### src/rtl/lsu_mem_arbiter_if.sv
// Bundle between the per-thread LSUs, the LSU arbiter and the data-memory channel.
// The arbiter connects through the master modport; the environment connects through slave.
interface lsu_mem_arbiter_if #(
  parameter int NUM_CONSUMERS = 4,
  parameter int ADDR_BITS     = 8,
  parameter int DATA_BITS     = 8
);
  localparam int CW = (NUM_CONSUMERS > 1) ? $clog2(NUM_CONSUMERS) : 1;

  // Four-phase handshake on every channel: the requester raises valid (with stable
  // address/data) and holds it until it sees ready; the responder holds ready high
  // until the requester drops valid, and only then drops ready.
  logic [NUM_CONSUMERS-1:0]                consumer_read_valid;
  logic [NUM_CONSUMERS-1:0][ADDR_BITS-1:0] consumer_read_address;
  logic [NUM_CONSUMERS-1:0]                consumer_read_ready;
  logic [NUM_CONSUMERS-1:0][DATA_BITS-1:0] consumer_read_data;
  logic [NUM_CONSUMERS-1:0]                consumer_write_valid;
  logic [NUM_CONSUMERS-1:0][ADDR_BITS-1:0] consumer_write_address;
  logic [NUM_CONSUMERS-1:0][DATA_BITS-1:0] consumer_write_data;
  logic [NUM_CONSUMERS-1:0]                consumer_write_ready;

  logic                 mem_read_valid;
  logic [ADDR_BITS-1:0] mem_read_address;
  logic                 mem_read_ready;
  logic [DATA_BITS-1:0] mem_read_data;
  logic                 mem_write_valid;
  logic [ADDR_BITS-1:0] mem_write_address;
  logic [DATA_BITS-1:0] mem_write_data;
  logic                 mem_write_ready;

  logic [2:0]           dbg_state;
  logic [CW-1:0]        dbg_current_consumer;

  modport master (
    input  consumer_read_valid, consumer_read_address,
    input  consumer_write_valid, consumer_write_address, consumer_write_data,
    input  mem_read_ready, mem_read_data, mem_write_ready,
    output consumer_read_ready, consumer_read_data, consumer_write_ready,
    output mem_read_valid, mem_read_address,
    output mem_write_valid, mem_write_address, mem_write_data,
    output dbg_state, dbg_current_consumer
  );

  modport slave (
    output consumer_read_valid, consumer_read_address,
    output consumer_write_valid, consumer_write_address, consumer_write_data,
    output mem_read_ready, mem_read_data, mem_write_ready,
    input  consumer_read_ready, consumer_read_data, consumer_write_ready,
    input  mem_read_valid, mem_read_address,
    input  mem_write_valid, mem_write_address, mem_write_data,
    input  dbg_state, dbg_current_consumer
  );
endinterface

### src/rtl/lsu_mem_arbiter.sv
// Round-robin arbiter: grants one LSU read/write at a time onto the single
// data-memory channel and relays the response back to the granted LSU.
module lsu_mem_arbiter #(
  parameter int NUM_CONSUMERS = 4,
  parameter int ADDR_BITS     = 8,
  parameter int DATA_BITS     = 8
) (
  input logic                clk,
  input logic                reset,
  lsu_mem_arbiter_if.master  bus
);
  localparam int CW = (NUM_CONSUMERS > 1) ? $clog2(NUM_CONSUMERS) : 1;

  typedef enum logic [2:0] {
    IDLE           = 3'd0,
    READ_WAITING   = 3'd1,
    WRITE_WAITING  = 3'd2,
    READ_RELAYING  = 3'd3,
    WRITE_RELAYING = 3'd4
  } state_e;

  state_e                                  state_q, state_d;
  logic [CW-1:0]                           current_consumer_q, current_consumer_d;
  logic [CW-1:0]                           last_grant_q, last_grant_d;
  logic                                    mem_read_valid_q, mem_read_valid_d;
  logic [ADDR_BITS-1:0]                    mem_read_address_q, mem_read_address_d;
  logic                                    mem_write_valid_q, mem_write_valid_d;
  logic [ADDR_BITS-1:0]                    mem_write_address_q, mem_write_address_d;
  logic [DATA_BITS-1:0]                    mem_write_data_q, mem_write_data_d;
  logic [NUM_CONSUMERS-1:0]                read_ready_q, read_ready_d;
  logic [NUM_CONSUMERS-1:0]                write_ready_q, write_ready_d;
  logic [NUM_CONSUMERS-1:0][DATA_BITS-1:0] read_data_q, read_data_d;

  logic          grant_found;
  logic          grant_is_read;
  logic [CW-1:0] grant_idx;
  logic [CW-1:0] scan_idx;

  // Scan starts one past the last grant so every LSU is reached within N grants.
  always_comb begin
    grant_found   = 1'b0;
    grant_is_read = 1'b0;
    grant_idx     = '0;
    scan_idx      = '0;
    for (int k = 1; k <= NUM_CONSUMERS; k++) begin
      scan_idx = CW'((int'(last_grant_q) + k) % NUM_CONSUMERS);
      if (!grant_found &&
          (bus.consumer_read_valid[scan_idx] || bus.consumer_write_valid[scan_idx])) begin
        grant_found   = 1'b1;
        grant_idx     = scan_idx;
        grant_is_read = bus.consumer_read_valid[scan_idx];
      end
    end
  end

  always_comb begin
    state_d             = state_q;
    current_consumer_d  = current_consumer_q;
    last_grant_d        = last_grant_q;
    mem_read_valid_d    = mem_read_valid_q;
    mem_read_address_d  = mem_read_address_q;
    mem_write_valid_d   = mem_write_valid_q;
    mem_write_address_d = mem_write_address_q;
    mem_write_data_d    = mem_write_data_q;
    read_ready_d        = read_ready_q;
    write_ready_d       = write_ready_q;
    read_data_d         = read_data_q;
    case (state_q)
      IDLE: begin
        if (grant_found) begin
          current_consumer_d = grant_idx;
          last_grant_d       = grant_idx;
          if (grant_is_read) begin
            mem_read_valid_d   = 1'b1;
            mem_read_address_d = bus.consumer_read_address[grant_idx];
            state_d            = READ_WAITING;
          end else begin
            mem_write_valid_d   = 1'b1;
            mem_write_address_d = bus.consumer_write_address[grant_idx];
            mem_write_data_d    = bus.consumer_write_data[grant_idx];
            state_d             = WRITE_WAITING;
          end
        end
      end
      READ_WAITING: begin
        if (bus.mem_read_ready) begin
          mem_read_valid_d                = 1'b0;
          read_data_d[current_consumer_q]  = bus.mem_read_data;
          read_ready_d[current_consumer_q] = 1'b1;
          state_d                         = READ_RELAYING;
        end
      end
      WRITE_WAITING: begin
        if (bus.mem_write_ready) begin
          mem_write_valid_d                 = 1'b0;
          write_ready_d[current_consumer_q] = 1'b1;
          state_d                           = WRITE_RELAYING;
        end
      end
      READ_RELAYING: begin
        if (!bus.consumer_read_valid[current_consumer_q]) begin
          read_ready_d[current_consumer_q] = 1'b0;
          state_d                          = IDLE;
        end
      end
      WRITE_RELAYING: begin
        if (!bus.consumer_write_valid[current_consumer_q]) begin
          write_ready_d[current_consumer_q] = 1'b0;
          state_d                           = IDLE;
        end
      end
      default: state_d = IDLE;
    endcase
  end

  always_ff @(posedge clk) begin
    if (reset) begin
      state_q             <= IDLE;
      current_consumer_q  <= '0;
      last_grant_q        <= CW'(NUM_CONSUMERS - 1);
      mem_read_valid_q    <= 1'b0;
      mem_read_address_q  <= '0;
      mem_write_valid_q   <= 1'b0;
      mem_write_address_q <= '0;
      mem_write_data_q    <= '0;
      read_ready_q        <= '0;
      write_ready_q       <= '0;
      read_data_q         <= '0;
    end else begin
      state_q             <= state_d;
      current_consumer_q  <= current_consumer_d;
      last_grant_q        <= last_grant_d;
      mem_read_valid_q    <= mem_read_valid_d;
      mem_read_address_q  <= mem_read_address_d;
      mem_write_valid_q   <= mem_write_valid_d;
      mem_write_address_q <= mem_write_address_d;
      mem_write_data_q    <= mem_write_data_d;
      read_ready_q        <= read_ready_d;
      write_ready_q       <= write_ready_d;
      read_data_q         <= read_data_d;
    end
  end

  assign bus.consumer_read_ready  = read_ready_q;
  assign bus.consumer_read_data   = read_data_q;
  assign bus.consumer_write_ready = write_ready_q;
  assign bus.mem_read_valid       = mem_read_valid_q;
  assign bus.mem_read_address     = mem_read_address_q;
  assign bus.mem_write_valid      = mem_write_valid_q;
  assign bus.mem_write_address    = mem_write_address_q;
  assign bus.mem_write_data       = mem_write_data_q;
  assign bus.dbg_state            = state_q;
  assign bus.dbg_current_consumer = current_consumer_q;
endmodule

### src/flat_wrapper.sv
// flat-port wrapper written by rule: the top's interface ports become plain ports
module lsu_mem_arbiter_flat 
#(
  parameter int NUM_CONSUMERS = 4,
  parameter int ADDR_BITS     = 8,
  parameter int DATA_BITS     = 8
)
  (clk, reset, bus_consumer_read_valid, bus_consumer_read_address, bus_consumer_write_valid, bus_consumer_write_address, bus_consumer_write_data, bus_mem_read_ready, bus_mem_read_data, bus_mem_write_ready, bus_consumer_read_ready, bus_consumer_read_data, bus_consumer_write_ready, bus_mem_read_valid, bus_mem_read_address, bus_mem_write_valid, bus_mem_write_address, bus_mem_write_data, bus_dbg_state, bus_dbg_current_consumer);
  lsu_mem_arbiter_if #(.NUM_CONSUMERS(NUM_CONSUMERS), .ADDR_BITS(ADDR_BITS), .DATA_BITS(DATA_BITS)) bus_i ();
  input logic clk;
  input logic reset;
  input wire logic [$bits(bus_i.consumer_read_valid)-1:0] bus_consumer_read_valid;
  input wire logic [$bits(bus_i.consumer_read_address)-1:0] bus_consumer_read_address;
  input wire logic [$bits(bus_i.consumer_write_valid)-1:0] bus_consumer_write_valid;
  input wire logic [$bits(bus_i.consumer_write_address)-1:0] bus_consumer_write_address;
  input wire logic [$bits(bus_i.consumer_write_data)-1:0] bus_consumer_write_data;
  input wire logic [$bits(bus_i.mem_read_ready)-1:0] bus_mem_read_ready;
  input wire logic [$bits(bus_i.mem_read_data)-1:0] bus_mem_read_data;
  input wire logic [$bits(bus_i.mem_write_ready)-1:0] bus_mem_write_ready;
  output wire logic [$bits(bus_i.consumer_read_ready)-1:0] bus_consumer_read_ready;
  output wire logic [$bits(bus_i.consumer_read_data)-1:0] bus_consumer_read_data;
  output wire logic [$bits(bus_i.consumer_write_ready)-1:0] bus_consumer_write_ready;
  output wire logic [$bits(bus_i.mem_read_valid)-1:0] bus_mem_read_valid;
  output wire logic [$bits(bus_i.mem_read_address)-1:0] bus_mem_read_address;
  output wire logic [$bits(bus_i.mem_write_valid)-1:0] bus_mem_write_valid;
  output wire logic [$bits(bus_i.mem_write_address)-1:0] bus_mem_write_address;
  output wire logic [$bits(bus_i.mem_write_data)-1:0] bus_mem_write_data;
  output wire logic [$bits(bus_i.dbg_state)-1:0] bus_dbg_state;
  output wire logic [$bits(bus_i.dbg_current_consumer)-1:0] bus_dbg_current_consumer;
  assign bus_i.consumer_read_valid = bus_consumer_read_valid;
  assign bus_i.consumer_read_address = bus_consumer_read_address;
  assign bus_i.consumer_write_valid = bus_consumer_write_valid;
  assign bus_i.consumer_write_address = bus_consumer_write_address;
  assign bus_i.consumer_write_data = bus_consumer_write_data;
  assign bus_i.mem_read_ready = bus_mem_read_ready;
  assign bus_i.mem_read_data = bus_mem_read_data;
  assign bus_i.mem_write_ready = bus_mem_write_ready;
  assign bus_consumer_read_ready = bus_i.consumer_read_ready;
  assign bus_consumer_read_data = bus_i.consumer_read_data;
  assign bus_consumer_write_ready = bus_i.consumer_write_ready;
  assign bus_mem_read_valid = bus_i.mem_read_valid;
  assign bus_mem_read_address = bus_i.mem_read_address;
  assign bus_mem_write_valid = bus_i.mem_write_valid;
  assign bus_mem_write_address = bus_i.mem_write_address;
  assign bus_mem_write_data = bus_i.mem_write_data;
  assign bus_dbg_state = bus_i.dbg_state;
  assign bus_dbg_current_consumer = bus_i.dbg_current_consumer;
  lsu_mem_arbiter #(.NUM_CONSUMERS(NUM_CONSUMERS), .ADDR_BITS(ADDR_BITS), .DATA_BITS(DATA_BITS)) u_core (.clk(clk), .reset(reset), .bus(bus_i));
endmodule
### config.mk
export PLATFORM = sky130hd
export DESIGN_NAME = lsu_mem_arbiter_flat
export DESIGN_NICKNAME = d
export VERILOG_FILES = /design/src/rtl/lsu_mem_arbiter_if.sv /design/src/rtl/lsu_mem_arbiter.sv /design/src/flat_wrapper.sv
export SDC_FILE = /design/constraint.sdc
export NUM_CORES = 1
export LEC_CHECK = 0
export BUFFER_PORTS_ARGS = -buffer_cell sky130_fd_sc_hd__buf_2
export CORE_AREA = 2 2 79 138
export CTS_CLUSTER_DIAMETER = 150
export DETAILED_ROUTE_END_ITERATION = 6
export DIE_AREA = 0 0 81 140
export HOLD_SLACK_MARGIN = 0.1
export PLACE_DENSITY_LB_ADDON = 0.12
export SYNTH_ARGS = -nofsm -noshare
export SYNTH_HDL_FRONTEND = slang
export SYNTH_SLANG_ARGS = --single-unit
### constraint.sdc
create_clock -name clk -period 2.73 [get_ports clk]
set_input_delay 0.1365 -clock clk [delete_from_list [all_inputs] [get_ports clk]]
set_output_delay 0.1365 -clock clk [all_outputs]
set_load 0.005 [all_outputs]
==> out/results.ini, run 1 <==
[critical_path]
worst-path-buf-inv = 2
critPathArrivalTime_ns = 2.88
crit_path_max_incr_delay_ns = 0.58
crit_top_cell = buf_4
crit_path_end_kind = flop
critPathRequiredTime_ns = 2.99
crit_path_cell_trace = mux4_2 > buf_4 > or4_4 > o21ai_4 > a21o_1 > buf_4 > a22oi_1 > a21oi_1
cp_top_family = compound AO/OA/AOI/OAI gates
crit_path_top_delay_cell = or4_4
cp_max_fo = 8
critical_path_class = flop to flop
cp-start-kind = flop

[floorplan]
die_area_um2 = 11300
fp.dieW_um = 81
fp.dieH_um = 140
pin_count = 187
start_util = 0.422
core-area_um2 = 10200
placementRows = 49

[layout]
fin_nets = 786
drive_above_1_share = 0.394
area_growth_pct = 35.7
stdcell_area_um2 = 5830
antenna_cells = 0

[clock_network]
cts_made_buffers = 9
cts_root_buf = clkbuf_16
clock_path_buffers = 2
cts_tree = done
clk_latency_ns = 0.34
cts_sinks = 73
ctsHtreeMaxLevel = 3
clk_pin_slew_worst_paths_ns = 0.07

[synthesis]
yosysTopAreaCell = dfxtp_1
synth_top_flop_cell = dfxtp_1
synth_edf_count = 0
ys_top_cells_by_area = dfxtp_1, mux2i_1, a21oi_1, a221o_1, a22o_1
yosysSeqAreaShare = 0.340
synth_seq_cells = 73
syn_inst = 479
yosysTopAreaCellShare = 0.340
synthArstFlopShare = 0
postSynthNetCount = 595
synthesis.area_um2 = 4290
avgSynthCellArea_um2 = 8.96
synth-warning-count = 0
ys_types = 59

[timing]
tns_ns = 0
fin_skew_ns = 0.00584
finalCritPeriodShare = 0.959
min_period_ns = 2.62
rsz0062_at_grt = true
fmax_mhz = 382
setup_viol = 0
maxSlewViolCount = 0
tightest_slew_ns = 0.624
slew_headroom = 0.584
finalHoldViolCount = 0

[detailed_routing]
num_vias = 4625
antenna_left = 0
vias_per_cell = 5.77
wl_per_cell_um = 17.5
drc = 0
first_pass_iters = 5
drt-total-wl_um = 14000
first_iter_violations = 263

[global_routing]
antenna_found_initial = 0
grt_pass1_wl_um = 21400
grt_usage = 0.239
grt_max_degree = 47
grt_overflow_total = 0
grt_pass1_vias = 4393

[hold_path]
hp-class = primary input to flop

[power]
p_clk_frac = 0.207
p_comb_frac = 0.540
netSwitchingFraction = 0.408
peakVddDrop_mv = 0.527
cellInternalPower_mw = 3.54
cellLeakagePower_nw = 2.68
powerDensity_nw_per_um2 = 1030
p_seq_frac = 0.253
switchingPower_mw = 2.44

[placed_design]
globalplace.congestion = 0.884
dp_hpwl_um = 10100
place_area_um2 = 5420
io_buffers = 186

[job]
cap_violations = 0

[outcome]
status = completed

placed cells by master, fill, tap and decap left out, types with 5 or more instances in the layout:
cell,netlist,layout
inv_1,9,9
dfxtp_1,73,71
a22o_1,24,24
buf_2,8,186
a21o_1,24,24
mux2i_1,26,26
clkbuf_16,0,9
buf_4,5,23
mux4_2,8,10
a221o_1,22,22
nor3_1,6,6
o21ai_0,24,24
nand2_1,43,43
a21oi_1,47,47
nor2_1,38,37
a211oi_1,5,5
a22oi_1,18,18
dlygate4sd3_1,0,8
nand3_1,9,9
path summary, 6_finish.rpt:
check | from | endpoint | slack (ns) | cells past startpoint
setup / recovery | u_core.last_grant_q[1] | u_core.bus.mem_read_address[5] | 0.11 | 8
hold / removal | bus_mem_read_data[7] | u_core.bus.consumer_read_data[15] | 0.11 | 3
setup reg to reg | u_core.last_grant_q[1] | u_core.bus.mem_read_address[5] | 0.11 | 8
hold reg to reg | u_core.bus.consumer_read_data[1] | u_core.bus.consumer_read_data[1] | 0.45 | 2
cell usage after synthesis (8+ instances only):
cell	instances
a22oi_1	18
a21o_1	24
a22o_1	24
inv_1	9
a221o_1	22
buf_2	8
nor2_1	38
a21oi_1	47
dfxtp_1	73
nand2_1	43
nand3_1	9
mux2i_1	26
mux4_2	8
o21ai_0	24
clkbuf_1	21
cell type report:
class | instances | area, um^2
flip-flops and latches | 73 | 1470
well taps | 127 | 159
clock inverters | 7 | 83.8
inverters | 9 | 33.8
multi-input cells | 355 | 2580
clock buffers | 9 | 225
fillers | 948 | 4350
repair buffers | 222 | 1270
logic make-up (layout without fill, tap and decap cells):
family | Yosys count | in the layout | share of synthesized area
compound gates | 191 | 191 | 0.334
simple gates | 124 | 124 | 0.139
flops | 73 | 73 | 0.340
buf+inv | 51 | 247 | 0.0618
mux | 39 | 39 | 0.123
xor+xnor | 1 | 1 | 0.00204
per-stage QoR:
step / hold slack, ns / std cells / utilization / total power, mW / setup slack, ns
final: 0.110 / 802 / 0.573 / 5.98 / 0.113
after global routing: 0.125 / 802 / 0.573 / 6.38 / -0.00348
after CTS: 0.103 / 802 / 0.572 / 6.01 / 0.0470
after detailed placement: 0.429 / 778 / 0.533 / 4.71 / -0.0708
after global placement: 0.422 / 778 / 0.533 / 4.67 / -0.0445
after floorplan: 0.280 / 479 / - / 3.69 / 0.0964
tightest hold or removal path, cell delays in order:
cell	delay, ns
buf_2	0.13
mux2i_1	0.07
nor2_1	0.07
power groups by stage:
stage          Combinational, mW  Sequential, mW  Clock (mW)
2_1_floorplan               2.22            1.47           0
3_3_place_gp                3.15            1.52           0
3_5_place_dp                3.18            1.53           0
4_1_cts                     3.23            1.51        1.27
5_1_grt                     3.52            1.55        1.31
6_report                    3.23            1.52        1.24
layer usage:
layer	vias to the layer above	global-route usage	share of wire
li1	2199	-	-
met1	2198	0.265	0.38
met2	202	0.437	0.53
met3	26	0.0316	0.064
met4	0	0.111	0.025
met5	-	0	0
what timing repair did:
action | CTS | global route
endpoints found under the hold margin | 22 | 0
resized for setup | 4 | 5
hold buffers | 8 | 0
setup buffers | 0 | 0
pin swaps | 0 | 2
setup endpoints to repair | 24 | 24
(Power assumes the default switching activity.)
==> inputs of run 2 (changes only) <==
- CTS_BUF_LIST: default -> sky130_fd_sc_hd__clkbuf_8 sky130_fd_sc_hd__clkbuf_16
- PLACE_DENSITY: default -> 0.75
- PLACE_DENSITY_LB_ADDON: 0.12 -> default
==> out/results.ini, run 2 (synthesis gave the netlist of run 1 again) <==
[timing]
setup_viol = 0  ; unchanged
min_period_ns = 2.63  ; +0.0135 ns
whs_ns = 0.115  ; +0.00519 ns
tns_ns = 0  ; unchanged
tightest_slew_ns = 0.569  ; -0.0545 ns
finalCritPeriodShare = 0.964  ; +0.00495
finalHoldViolCount = 0  ; unchanged
slew_headroom = 0.621  ; +0.0364
layout_setup_ws_ns = 0.0996  ; -0.0135 ns
fin_skew_ns = 0.00601  ; +0.000176 ns
rsz0062_at_grt = false
fmax_mhz = 380  ; -0.51%
maxSlewViolCount = 0  ; unchanged

[placed_design]
io_buffers = 186  ; unchanged
dp.cells = 780  ; +0.26%
post-place-ws_ns = -0.0156  ; +0.0552 ns
place_area_um2 = 5450  ; +0.51%
globalplace.congestion = 0.882  ; -0.24%
dp_hpwl_um = 10200  ; +1.1%

[power]
cellLeakagePower_nw = 2.68  ; +0.12%
powerDensity_nw_per_um2 = 1020  ; -0.85%
peakVddDrop_mv = 0.546  ; +3.5%

[clock_network]
clk_pin_slew_worst_paths_ns = 0.06  ; about the same
clock_path_buffers = 2  ; unchanged
clk_latency_ns = 0.33  ; about the same
cts_made_buffers = 9  ; unchanged
cts_tree = done
cts_sinks = 73  ; unchanged
ctsHtreeMaxLevel = 3  ; unchanged
cts_root_buf = clkbuf_16

[critical_path]
critical_path_class = flop to flop
cp-start-kind = flop
crit_path_end_kind = flop
rrSetupSlack_ns = 0.1  ; about the same
crit_start = u_core.last_grant_q[1]
critPathArrivalTime_ns = 2.84  ; -0.04 ns
cp_max_fo = 47  ; +39
critPathRequiredTime_ns = 2.94  ; -0.05 ns
regToRegStartpoint = u_core.last_grant_q[1]

[job]
cap_violations = 0  ; unchanged

[floorplan]
start_util = 0.422  ; unchanged
core-area_um2 = 10200  ; unchanged
fp.dieH_um = 140  ; unchanged
pin_count = 187  ; unchanged
placementRows = 49  ; unchanged
die_area_um2 = 11300  ; unchanged
fp.dieW_um = 81  ; unchanged

[global_routing]
grt_usage = 0.244  ; +0.00461
antenna_found_initial = 0  ; unchanged
grt_pass1_vias = 4560  ; +3.8%
grt_pass1_wl_um = 21900  ; +2.7%
grt_max_degree = 48  ; +2.1%
grt_overflow_total = 0  ; unchanged

[detailed_routing]
drt-total-wl_um = 14000  ; -0.46%
m1WireLength_um = 5170  ; -3.3%
num_vias = 4714  ; +1.9%
wl_met3_um = 935  ; +3.5%
dr_wl_met2_um = 7430  ; +0.24%
drc = 0  ; unchanged
wl_per_cell_um = 17.3  ; -0.83%
top_layer_used = met4
vias_per_cell = 5.86  ; +1.5%
first_iter_violations = 316  ; +20%
antenna_left = 0  ; unchanged
first_pass_iters = 5  ; unchanged

[layout]
fillers = 927  ; -2.2%
area_growth_pct = 35.6  ; about the same
drive_above_1_share = 0.395  ; +0.00121
fin_nets = 789  ; +0.38%
final_cell_mix = buf_2, dfxtp_1, a21oi_1
final_common_cell = buf_2
stdcell_area_um2 = 5820  ; about the same
fin_cells = 805  ; +0.37%
antenna_cells = 0  ; unchanged

[hold_path]
holdCritStartpoint = bus_mem_write_ready
hp-class = primary input to flop

[outcome]
status = completed

==> run 2: final cells by class <==
class,count,area (um^2),area share
clock inverters,7,55.1,0.00945
repair buffers,225,1310,0.224
well taps,127,159,0.0273
clock buffers,9,225,0.0387
flip-flops and latches,73,1470,0.252
inverters,9,33.8,0.00580
multi-input cells,355,2580,0.443
==> run 2: power by group <==
| part | switching, mW | internal, mW | total, mW | leakage (nW) |
|---|---|---|---|---|
| clock | 0.476 | 0.622 | 1.10 | 0.132 |
| sequential | 0.223 | 1.31 | 1.53 | 0.593 |
| combinational | 1.74 | 1.55 | 3.30 | 1.96 |
| total | 2.44 | 3.48 | 5.92 | 2.68 |
==> run 2: worst paths after layout <==
kind,endpoint,cells past startpoint
worst max-delay path,u_core.bus.mem_write_address[1],8
worst min-delay path,u_core.bus.dbg_state[2],3
worst max register to register,u_core.bus.mem_write_address[1],8
worst min register to register,u_core.bus.consumer_read_data[7],2
==> run 2: per-layer routing <==
layer	vias up	GRT usage
met5	-	0
met4	0	0.108
met3	34	0.0535
met2	230	0.439
met1	2244	0.265
li1	2206	-
==> run 2: stage by stage <==
| step | utilization | total power [mW] |
|---|---|---|
| global route | 0.572 | 6.28 |
| detailed placement | 0.535 | 4.77 |
| global placement | 0.535 | 4.71 |
| finish | 0.572 | 5.92 |
| CTS | 0.571 | 5.92 |
| floorplan | - | 3.69 |
==> run 2: repair_timing <==
action | in CTS | in global routing
gates resized for setup | 2 | 3
endpoints found under the hold margin | 24 | 0
buffers inserted | 0 | 1
hold buffers | 8 | 0
endpoints found under the setup margin | 24 | 21
==> run 2: critical path, cell delays in order, from the launching register on <==
cell and delay [ns]:
dfxtp_4 0.40, mux4_2 0.57, or2_1 0.27, o211a_1 0.27, buf_12 0.19, a22o_1 0.26
a221o_1 0.28, a22oi_1 0.16, a21oi_1 0.09
==> inputs of run 3 (changes only) <==
- RECOVER_POWER: default -> 50
==> out/results.ini, run 3 (synthesis gave the netlist of run 1 again) <==
[outcome]
status = completed

[global_routing]
grt_pass1_vias = 4560  ; unchanged
grt_max_degree = 48  ; unchanged
grt_overflow_total = 0  ; unchanged
grt_pass1_wl_um = 21900  ; unchanged
antenna_found_initial = 0  ; unchanged
grt_usage = 0.244  ; unchanged

[hold_path]
holdCritStartpoint = bus_mem_write_ready
hp-class = primary input to flop

[clock_network]
clk_pin_slew_worst_paths_ns = 0.06  ; about the same
clock_path_buffers = 2  ; unchanged
ctsHtreeMaxLevel = 3  ; unchanged
cts_root_buf = clkbuf_16
cts_made_buffers = 9  ; unchanged
cts_tree = done
clk_latency_ns = 0.34  ; about the same
cts_sinks = 73  ; unchanged

[detailed_routing]
vias_per_cell = 5.89  ; +0.64%
first_iter_violations = 350  ; +11%
drt-total-wl_um = 14000  ; +0.14%
num_vias = 4744  ; +0.64%
antenna_left = 0  ; unchanged
drc = 0  ; unchanged
first_pass_iters = 5  ; unchanged
wl_per_cell_um = 17.4  ; +0.14%

[layout]
final_core_util = 0.566  ; -0.00602
antenna_cells = 0  ; unchanged
final_common_cell = buf_2
fin_nets = 789  ; unchanged
drive_above_1_share = 0.326  ; -0.0693
final_cell_mix = buf_2, dfxtp_1, a21oi_1, clkbuf_1, nand2_1
area_growth_pct = 34.2
stdcell_area_um2 = 5760  ; -1.1%

[floorplan]
die_area_um2 = 11300  ; unchanged
pin_count = 187  ; unchanged
fp.dieW_um = 81  ; unchanged
placementRows = 49  ; unchanged
start_util = 0.422  ; unchanged
core-area_um2 = 10200  ; unchanged
fp.dieH_um = 140  ; unchanged

[timing]
maxSlewViolCount = 0  ; unchanged
finalHoldViolCount = 0  ; unchanged
rsz0062_at_grt = false
fin_skew_ns = 0.00641  ; +0.000394 ns
whs_ns = 0.112  ; -0.00359 ns
setup_viol = 0  ; unchanged
fmax_mhz = 379  ; -0.26%
min_period_ns = 2.64  ; +0.00678 ns
tightest_slew_ns = 0.573  ; +0.00408 ns
slew_headroom = 0.618  ; -0.00272
finalCritPeriodShare = 0.966  ; +0.00249

[critical_path]
reg2reg_to = u_core.bus.mem_write_address[1]
critPathRequiredTime_ns = 2.94  ; about the same
crit_path_end_kind = flop
critPathArrivalTime_ns = 2.85  ; about the same
crit_start = u_core.last_grant_q[1]
critical_path_class = flop to flop
endpoint = u_core.bus.mem_write_address[1]
cp-start-kind = flop
cp_max_fo = 47  ; unchanged
r2r.worst_path.cells = 8  ; unchanged
regToRegStartpoint = u_core.last_grant_q[1]
rrSetupSlack_ns = 0.09  ; about the same

[power]
cellLeakagePower_nw = 2.49  ; -7.4%
powerDensity_nw_per_um2 = 1020  ; +0.48%
peakVddDrop_mv = 0.521  ; -4.6%

[placed_design]
io_buffers = 186  ; unchanged
globalplace.congestion = 0.882  ; unchanged
place_area_um2 = 5450  ; unchanged
dp_hpwl_um = 10200  ; unchanged

[job]
cap_violations = 0  ; unchanged

-- run 3: cell types whose count changed in the layout (fill, tap and decap cells not counted), sizes merged --
| cell | previous run | this run |
|---|---|---|
| buf | 217 | 170 |
| clkbuf | 9 | 56 |
-- run 3: layer usage --
| layer | part of all wire | vias up | wire, um | track usage |
|---|---|---|---|---|
| met5 | 0 | - | 0 | 0 |
| met4 | 0.034 | 0 | 479 | 0.108 |
| met3 | 0.071 | 42 | 986 | 0.0535 |
| met2 | 0.53 | 251 | 7350 | 0.439 |
| met1 | 0.37 | 2247 | 5160 | 0.265 |
| li1 | - | 2204 | - | - |
-- run 3: repair_timing --
item / in CTS / in global routing
setup endpoints to repair: 24 / 21
hold endpoints to repair: 24 / 0
hold buffers: 8 / 0
setup buffers: 0 / 1
gates resized for setup: 2 / 3
-- run 3: layout make-up --
class | instances | area, um^2
clock buffer | 9 | 225
clock inverter | 7 | 55.1
fill | 953 | 4420
inverter | 9 | 33.8
multi-input combinational | 355 | 2580
sequential | 73 | 1470
tap | 127 | 159
timing repair buffer | 225 | 1240
-- run 3: power by group --
group | leakage [nW] | internal [mW] | switching [mW] | total (mW)
clock | 0.132 | 0.622 | 0.478 | 1.10
combinational | 1.76 | 1.51 | 1.74 | 3.26
sequential | 0.593 | 1.31 | 0.225 | 1.53
-- run 3: worst min-delay path by stage --
stage | to | cells past startpoint
after global routing | u_core.bus.mem_read_address[4] | 4
after CTS | u_core.bus.dbg_state[2] | 3
after floorplan | u_core.bus.consumer_read_data[10] | 2
final | u_core.bus.dbg_state[2] | 3
after global placement | u_core.bus.consumer_read_data[15] | 3
after detailed placement | u_core.bus.consumer_read_data[0] | 3
-- run 3: metrics by stage --
step | total power, mW | cells | setup WS, ns | setup TNS (ns)
final | 5.89 | 805 | 0.0928 | 0
after floorplan | 3.69 | 479 | 0.0964 | 0
after global placement | 4.71 | 780 | 0.0140 | 0
after global routing | 6.24 | 805 | 0.00816 | 0
after CTS | 5.92 | 804 | 0.0621 | 0
after detailed placement | 4.77 | 780 | -0.0156 | -0.0359
-- run 3: worst max-delay path, cell delays in order (launching register included) --
cell     delay, ns
dfxtp_4       0.40
mux4_2        0.57
or2_1         0.28
o211a_1       0.27
buf_12        0.19
a22o_1        0.25
a221o_1       0.28
a22oi_1       0.16
a21oi_1       0.09
